<file path="config.mk">
export PLATFORM = sky130hd
export DESIGN_NAME = equiv_stim_driver
export DESIGN_NICKNAME = d
export VERILOG_FILES = /design/src/rtl/equiv_stim_driver.sv
export SDC_FILE = /design/constraint.sdc
export NUM_CORES = 1
export LEC_CHECK = 0
export ABC_AREA = 1
export ABC_CLOCK_PERIOD_IN_PS = 1900
export CORE_MARGIN = 2
export CORE_UTILIZATION = 46
export CTS_CLUSTER_DIAMETER = 120
export DETAILED_ROUTE_END_ITERATION = 10
export PLACE_DENSITY = 0.81
export SYNTH_ARGS = -nofsm -noshare
export SYNTH_HDL_FRONTEND = slang
export SYNTH_SLANG_ARGS = --single-unit
export TNS_END_PERCENT = 50
</file>
<file path="constraint.sdc">
create_clock -name clk -period 1.9 [get_ports clk]
set_input_delay 0.38 -clock clk [delete_from_list [all_inputs] [get_ports clk]]
set_output_delay 0.38 -clock clk [all_outputs]
set_load 0.05 [all_outputs]
</file>
<file path="src/rtl/equiv_stim_driver.sv">
// LFSR stimulus driver and y_1/y_2 comparator for an equivalence pair. Each tag reaches the compare point COMPARE_LAT cycles after issue.
// No backpressure: one vector per cycle in RUN. Defining EQUIV_STOP_ON_FAIL_EN halts vector issue on the first mismatch seen in RUN.
module equiv_stim_driver #(
    parameter int          NUM_VECTORS = 1024,
    parameter int          CNT_W       = 16,
    parameter logic [88:0] SEED        = 89'h1,
    parameter int          COMPARE_LAT = 1,
    parameter int          Y_W         = 91
) (
    input  logic             clk,
    input  logic             rst_n,
    input  logic             start,
    output logic [18:0]      wire0,
    output logic [16:0]      wire1,
    output logic [8:0]       wire2,
    output logic [19:0]      wire3,
    output logic [20:0]      wire4,
    input  logic [Y_W-1:0]   y_1,
    input  logic [Y_W-1:0]   y_2,
    output logic             busy,
    output logic             done,
    output logic             fail,
    output logic [CNT_W-1:0] vec_count,
    output logic [CNT_W-1:0] fail_index,
    output logic [Y_W-1:0]   fail_y1,
    output logic [Y_W-1:0]   fail_y2
);
    typedef enum logic [1:0] {IDLE, RUN, DRAIN, DONE} state_t;

    // An all-zero seed would lock the LFSR up.
    localparam logic [88:0]      SEED_EFF   = (SEED == '0) ? 89'h1 : SEED;
    localparam logic [CNT_W-1:0] LAST_IDX   = CNT_W'(NUM_VECTORS - 1);
    localparam logic [CNT_W-1:0] NUM_CNT    = CNT_W'(NUM_VECTORS);
    localparam logic [3:0]       DRAIN_LAST = 4'(COMPARE_LAT - 1);

    state_t           state;
    logic [88:0]      lfsr;
    logic [3:0]       drain_cnt;
    logic             tag_vld [COMPARE_LAT];
    logic [CNT_W-1:0] tag_idx [COMPARE_LAT];
    logic             mismatch;
    logic             stop_hit;
    logic             issue;

    assign mismatch = tag_vld[COMPARE_LAT-1] && (y_1 != y_2);
`ifdef EQUIV_STOP_ON_FAIL_EN
    assign stop_hit = (state == RUN) && mismatch && !fail;
`else
    assign stop_hit = 1'b0;
`endif
    assign issue = (state == RUN) && !stop_hit;

    always_ff @(posedge clk or negedge rst_n) begin
        if (!rst_n) begin
            state      <= IDLE;
            lfsr       <= SEED_EFF;
            drain_cnt  <= '0;
            wire0      <= '0;
            wire1      <= '0;
            wire2      <= '0;
            wire3      <= '0;
            wire4      <= '0;
            busy       <= 1'b0;
            done       <= 1'b0;
            fail       <= 1'b0;
            vec_count  <= '0;
            fail_index <= '0;
            fail_y1    <= '0;
            fail_y2    <= '0;
            for (int i = 0; i < COMPARE_LAT; i++) begin
                tag_vld[i] <= 1'b0;
                tag_idx[i] <= '0;
            end
        end else begin
            tag_vld[0] <= issue;
            tag_idx[0] <= vec_count;
            for (int i = 1; i < COMPARE_LAT; i++) begin
                tag_vld[i] <= tag_vld[i-1];
                tag_idx[i] <= tag_idx[i-1];
            end

            if (mismatch && !fail) begin
                fail       <= 1'b1;
                fail_index <= tag_idx[COMPARE_LAT-1];
                fail_y1    <= y_1;
                fail_y2    <= y_2;
            end

            case (state)
                IDLE, DONE: begin
                    if (start) begin
                        state      <= RUN;
                        lfsr       <= SEED_EFF;
                        busy       <= 1'b1;
                        done       <= 1'b0;
                        fail       <= 1'b0;
                        vec_count  <= '0;
                        fail_index <= '0;
                        fail_y1    <= '0;
                        fail_y2    <= '0;
                    end
                end
                RUN: begin
                    if (issue) begin
                        wire0 <= lfsr[18:0];
                        wire1 <= lfsr[35:19];
                        wire2 <= lfsr[44:36];
                        wire3 <= lfsr[64:45];
                        wire4 <= lfsr[85:65];
                        lfsr  <= {lfsr[87:0], lfsr[88] ^ lfsr[37]};
                        if (vec_count != NUM_CNT)
                            vec_count <= vec_count + 1'b1;
                        if (vec_count == LAST_IDX) begin
                            state     <= DRAIN;
                            drain_cnt <= '0;
                        end
                    end else begin
                        state     <= DRAIN;
                        drain_cnt <= '0;
                    end
                end
                DRAIN: begin
                    // The last issued tag leaves the pipe after exactly COMPARE_LAT cycles.
                    if (drain_cnt == DRAIN_LAST) begin
                        state <= DONE;
                        busy  <= 1'b0;
                        done  <= 1'b1;
                    end else begin
                        drain_cnt <= drain_cnt + 1'b1;
                    end
                end
                default: state <= IDLE;
            endcase
        end
    end
endmodule

</file>
==> results.yml, run 1 <==
worst_setup_path:
  start_kind: "flop"
  crit_required_ns: 1.52
  critPathMaxStageDelay_ns: 0.54
  cp_top_family: "buffers and inverters"
  reg2reg_slack_ns: 0.10
  r2r-end: "drain_cnt[2]"
  endpoint_kind: "output pin"
  critPathBufInv: 1
  critPathArrivalTime_ns: 1.49
  critPathMaxFanout: 2
  rr_startpoint: "vec_count[0]"
  cp.depth: 1
  worst_path_max_delay_cell: "dlygate4sd2_1"
  rr_worst_depth: 11
  crit_chain: "dlygate4sd2_1"
  crit_type: "reg2out"
cts:
  cts_buffer_depth: 3
  clock-root-buffer: "clkbuf_16"
  path_clk_slew_ns: 0.07
  h-tree-depth: 2
  numCtsBuffers: 45
  clk_latency_ns: 0.59
  cts.sinks: 415
  tritoncts: "done"
logic_synthesis:
  synth.top_cells.by_area: "dfrtp_1 (49%), nand2_1 (14%), inv_1 (11%)"
  yosysSeqAreaShare_pct: 49.6
  synth_area_per_cell_um2: 7.25
  synth_cells: 2889
  yosys_warnings: 0
  yosysTopAreaCell: "dfrtp_1"
  synth_seq_cells: 415
  ys_types: 29
  netlist.area_leader.share_pct: 49.5
  syn-num-nets: 3081
  syn_area_um2: 20900
hold_path:
  holdCritPathClass: "in2reg"
  hold_path_depth: 5
  min_to: "fail_y1[50]"
  min-delay-start: "y_1[50]"
place:
  numPortBuffers: 487
  place.gp.congestion: 0.918
  placed_area_um2: 27600
  hpwl_mm: 46.2
cells_and_area:
  area_growth_pct: 41.9
  nets: 3740
  fin_area_um2: 29700
  drive_gt1_share_pct: 19.3
  final_util_pct: 65.8
global_route:
  grt_pass1_wl_mm: 107
  grt_max_degree: 149
  overflow: 0
  first_global_vias: 20000
  antenna_found_initial: 26
  grtUsageTotal_pct: 28.6
sta:
  worstMarginPinSlew_ns: 0.541
  rsz0062_at_grt: "true"
  fin_crit_sh_pct: 98.2
  max_freq_mhz: 536
  relSlewSlack_pct: 64.0
  hold_viol: 0
  setup_violations: 0
  fin_crit_ns: 1.87
  slew_viol_final: 0
  finalClockSkew_ns: 0.0311
die:
  initial_utilization_pct: 46.3
  die_y_um: 217
  core_area_um2: 45200
  pin_count: 488
  die-width_um: 217
  dieArea_um2: 47200
  rows: 78
drt:
  drtIter0Drc: 2035
  dr.pass1.iters: 6
  wl_mm: 69.6
  via_per_inst: 4.98
  routedWlPerCell_um: 16.5
  ant_nets: 0
  remaining_drc_errors: 0
  vias: 21000
run_status:
  outcome: "completed"
power:
  p_leak_nw: 17.0
  pwr_density_cell_nw_per_um2: 1560
  switching_share_pct: 48.2
  p_clk_share_pct: 19.6
  power_switching_w: 0.0223
  p_int_w: 0.0240
  ir_drop_v: 0.00137
  seq_power_share_pct: 26.4
  p_comb_share_pct: 54.0
job:
  drv_cap: 0
## registers in the layout, indices dropped and copies added, names as in the netlist, 4 cells and up
signal	cells
wire0	19
fail_index	16
fail_y2	91
wire4	21
lfsr	89
fail_y1	91
drain_cnt	4
vec_count	16
wire1	17
wire3	20
tag_idx	16
wire2	9
## how the worst max path moves through the flow
stage | from | to | slack [ns]
6_report | wire3[16] | wire3[16] | 0.03
5_1_grt | y_2[35] | fail_y2[47] | -0.06
3_3_place_gp | y_1[59] | fail_y2[81] | -0.89
2_1_floorplan | vec_count[0] | drain_cnt[2] | 0.02
4_1_cts | y_2[13] | fail_y1[61] | -0.05
3_5_place_dp | y_1[59] | fail_y1[81] | -0.93
## kinds of logic (layout without fill, tap and decap cells)
group | count (synthesis) | in the layout | synth area share, %
compound gates | 212 | 212 | 5.14
xor+xnor | 20 | 20 | 0.837
fa+ha+maj | 7 | 7 | 0.418
buf+inv | 871 | 1562 | 16.3
flops | 415 | 415 | 49.6
other cells | 0 | 28 | 0
simple gates | 1364 | 1364 | 27.7
## layout by cell type, fill, tap and decap left out, types with 4 or more instances in the layout
| cell type | instances |
|---|---|
| a21oi_1 | 8 |
| buf_12 | 32 |
| buf_16 | 9 |
| buf_4 | 425 |
| buf_6 | 13 |
| bufinv_16 | 4 |
| clkbuf_1 | 12 |
| clkbuf_16 | 49 |
| clkbuf_2 | 24 |
| clkbuf_8 | 9 |
| clkdlybuf4s15_1 | 39 |
| clkinv_1 | 92 |
| dfrtp_1 | 409 |
| dfrtp_2 | 4 |
| diode_2 | 28 |
| dlygate4sd2_1 | 196 |
| dlymetal6s2s_1 | 24 |
| ha_1 | 5 |
| inv_1 | 575 |
| inv_2 | 43 |
| nand2_1 | 753 |
| nand2_2 | 13 |
| nand3_1 | 103 |
| nand4_1 | 204 |
| nor2_1 | 234 |
| nor2_2 | 32 |
| nor3_1 | 8 |
| o21ai_0 | 196 |
| xnor2_1 | 7 |
| xor2_1 | 11 |
## cell usage after synthesis
cell,number
nor3_2,1
o21ai_2,1
ha_1,7
a31oi_1,1
buf_2,29
o31ai_1,3
o21ai_0,197
nand2_1,768
nand3_2,1
a21oi_1,9
nor4_1,3
a211oi_1,1
nand3_1,106
buf_6,13
buf_1,36
nor2_1,269
dfstp_2,1
inv_2,13
xor2_1,11
nor3_1,9
buf_4,2
clkinv_1,92
nor3b_1,2
nand4_1,204
clkbuf_1,79
inv_1,607
dfrtp_1,414
xnor2_1,9
and3_1,1
## timing repair
item,4_1_cts,5_1_grt
setup buffers,18,6
hold buffers,1,0
gates cloned,9,3
hold endpoints to repair,23,0
pin swaps,54,48
gates resized for setup,338,160
setup endpoints to repair,309,262
## power groups by stage
stage | Clock [W] | Combinational, W | Sequential [W]
6_report | 0.00907 | 0.0250 | 0.0122
5_1_grt | 0.00960 | 0.0270 | 0.0124
4_1_cts | 0.00923 | 0.0245 | 0.0122
3_5_place_dp | 0 | 0.0239 | 0.0123
3_3_place_gp | 0 | 0.0236 | 0.0123
2_1_floorplan | 0 | 0.00974 | 0.0183
## per-stage QoR
stage,hold slack [ns],setup TNS (ns),cells,power (W),worst slack [ns]
floorplan,0.0844,0,2889,0.0280,0.0173
global placement,0.328,-167.90,4067,0.0358,-0.888
detailed placement,0.331,-174.11,4067,0.0362,-0.926
CTS,0.265,-0.875,4173,0.0459,-0.0542
global route,0.267,-1.18,4202,0.0489,-0.0617
finish,0.225,0,4208,0.0463,0.0334
## cell type report
type | instances | area (µm²)
Antenna cell | 28 | 70.1
Timing Repair Buffer | 771 | 6900
Inverter | 712 | 2680
Tap cell | 600 | 751
Multi-Input combinational cell | 1603 | 7410
Clock buffer | 67 | 1320
Sequential cell | 415 | 10400
Clock inverter | 12 | 195
Fill cell | 3670 | 15500
## layer usage
metal	wire (µm)	vias up	global-route usage, %
met1	27100	9788	35.6
met3	5040	216	4.79
met4	4080	4	17.1
met5	34	-	0
met2	33300	915	47.0
li1	-	10000	-
(Power assumes the default switching activity.)
==> inputs of run 2 (changes only) <==
==> constraint.sdc (replaced) <==
create_clock -name clk -period 1.9 [get_ports clk]
set_input_delay 0.38 -clock clk [delete_from_list [all_inputs] [get_ports clk]]
set_output_delay 0.38 -clock clk [all_outputs]
set_load 0.1 [all_outputs]
==> run 2 against run 1 <==
Compared with the run above: worst hold slack worse by 0.014 ns; sequential share of layout area is 0.87 points lower; fmax is 1.2% lower; cell count is 0.29% lower; design area is 2.8% higher; wire length is 1.5% higher; clock skew is 0.0079 ns lower; global-route usage is 0.39 points higher; flip-flop and latch count stayed put; highest routed layer unchanged.
==> results.yml, run 2 (synthesis gave the netlist of run 1 again) <==
run_status:
  outcome: "completed"
cells_and_area:
  final_util_pct: 67.6
  reg_top3: "fail_y1 (91), fail_y2 (91), lfsr (89)"
  area_growth_pct: 46.0
  nets: 3739
  final_cell_mix: "nand2_1 (759), inv_1 (584), buf_4 (478), dfrtp_1 (395), nor2_1 (251)"
  final_common_cell: "nand2_1"
  drive_gt1_share_pct: 21.3
  instances_no_fill: 4196
die:
  die-width_um: 217
  core_area_um2: 45200
  pin_count: 488
  initial_utilization_pct: 46.3
  rows: 78
  dieArea_um2: 47200
  die_y_um: 217
sta:
  finalClockSkew_ns: 0.0232
  slew_viol_final: 0
  holdWs_ns: 0.211
  setup_violations: 0
  hold_viol: 0
  relSlewSlack_pct: 56.8
  fin_crit_ns: 1.89
  worstMarginPinSlew_ns: 0.649
  fin_crit_sh_pct: 99.4
  max_freq_mhz: 529
global_route:
  first_global_vias: 20200
  grtUsageMet3_pct: 6.85
  top_usage_layer: "met2"
  globalRouteMet2Util_pct: 47.3
  antenna_found_initial: 17
  overflow: 0
  grtUsageTotal_pct: 29.0
  grt_max_degree: 143
  met1_usage_pct: 35.9
  grt_pass1_wl_mm: 109
worst_setup_path:
  critPathMaxFanout: 11
  crit_required_ns: 2.39
  cp_top_family: "buffers and inverters"
  crit_chain: "clkdlybuf4s50_1, xnor2_1, nand2_1, nor2_2, nand3_2, nor2_4, nand3_4, buf_6, buf_12, buf_16, nand4_1, nand2_1, nor2_1"
  cpMostUsedCell: "nand2_1"
  critPathArrivalTime_ns: 2.38
  critPathMaxStageDelay_ns: 0.50
  worst_path_max_delay_cell: "clkdlybuf4s50_1"
  crit_type: "in2reg"
  critPathBufInv: 4
  endpoint_kind: "flop"
  start_kind: "input port"
drt:
  dr.pass1.iters: 5
  drtIter0Drc: 2130
  vias: 21000
  remaining_drc_errors: 0
  routedWlPerCell_um: 16.8
  via_per_inst: 5.00
  wl_mm: 70.6
  ant_nets: 0
power:
  p_leak_nw: 17.4
  pwr_density_cell_nw_per_um2: 1780
  ir_drop_v: 0.00310
cts:
  cts_buffer_depth: 3
  clock-root-buffer: "clkbuf_16"
  numCtsBuffers: 45
  clk_latency_ns: 0.59
  h-tree-depth: 2
  tritoncts: "done"
  path_clk_slew_ns: 0.07
  cts.sinks: 415
place:
  hpwl_mm: 47.6
  place.gp.congestion: 0.946
  dp.cells: 4072
  numPortBuffers: 487
job:
  drv_cap: 0
hold_path:
  holdCritPathClass: "in2reg"
==> run 2: where the power goes <==
group          switching [W]  total (W)  internal (W)
combinational         0.0243     0.0327       0.00840
sequential           0.00147     0.0124        0.0109
clock                0.00390    0.00937       0.00547
total                 0.0297     0.0544        0.0248
==> run 2: final cells by class <==
| type | instances | area (µm²) |
|---|---|---|
| Tap cell | 600 | 751 |
| Sequential cell | 415 | 10400 |
| Clock buffer | 54 | 1220 |
| Inverter | 712 | 2680 |
| Clock inverter | 28 | 367 |
| Multi-Input combinational cell | 1603 | 7360 |
| Antenna cell | 14 | 35.0 |
| Timing Repair Buffer | 770 | 7730 |
| Fill cell | 3484 | 14600 |
==> run 2: timing repair <==
action                                  in CTS  in global routing
gates resized for setup                    138                104
endpoints found under the hold margin      244                  0
endpoints found under the setup margin     206                245
hold buffers                                 1                  0
pin swaps                                   19                 59
setup buffers                               13                  3
cloned                                       9                  4
==> run 2: worst paths after layout <==
path,cells after the start,slack [ns],end,startpoint
max,13,0.01,fail_y2[63],y_1[88]
max reg2reg,10,0.12,drain_cnt[2],vec_count[1]
min,5,0.21,fail_y2[84],y_2[84]
max in group asynchronous,3,0.91,wire4[15],rst_n
min in group asynchronous,3,0.37,lfsr[33],rst_n
min reg2reg,0,0.46,tag_idx[7],vec_count[7]
==> run 2: worst register-to-register path: cells and delay by family, from the launching register on <==
kind | cells | cell delay, ns
AND/OR/NAND/NOR | 6 | 0.72
AO/OA/AOI/OAI | 3 | 0.35
flip-flops | 1 | 0.46
adder cells (fa/ha/maj) | 1 | 0.15
==> run 2: through the flow <==
| stage | setup TNS (ns) | instance area (µm²) | setup slack (ns) | total power [W] |
|---|---|---|---|---|
| floorplan | -0.0151 | 21000 | -0.0151 | 0.0348 |
| global placement | -150.23 | 28200 | -0.794 | 0.0437 |
| detailed placement | -156.92 | 28200 | -0.842 | 0.0442 |
| CTS | 0 | 30200 | 0.00989 | 0.0541 |
| global route | -0.675 | 30600 | -0.0404 | 0.0571 |
| finish | 0 | 30600 | 0.0113 | 0.0544 |
==> run 2: routing by layer <==
| layer | vias up | share of wire, % | wire length (µm) |
|---|---|---|---|
| met5 | - | 0.041 | 29 |
| met4 | 4 | 5.5 | 3900 |
| met3 | 231 | 7.9 | 5560 |
| met2 | 853 | 48 | 33600 |
| met1 | 9876 | 39 | 27500 |
| li1 | 9997 | - | - |
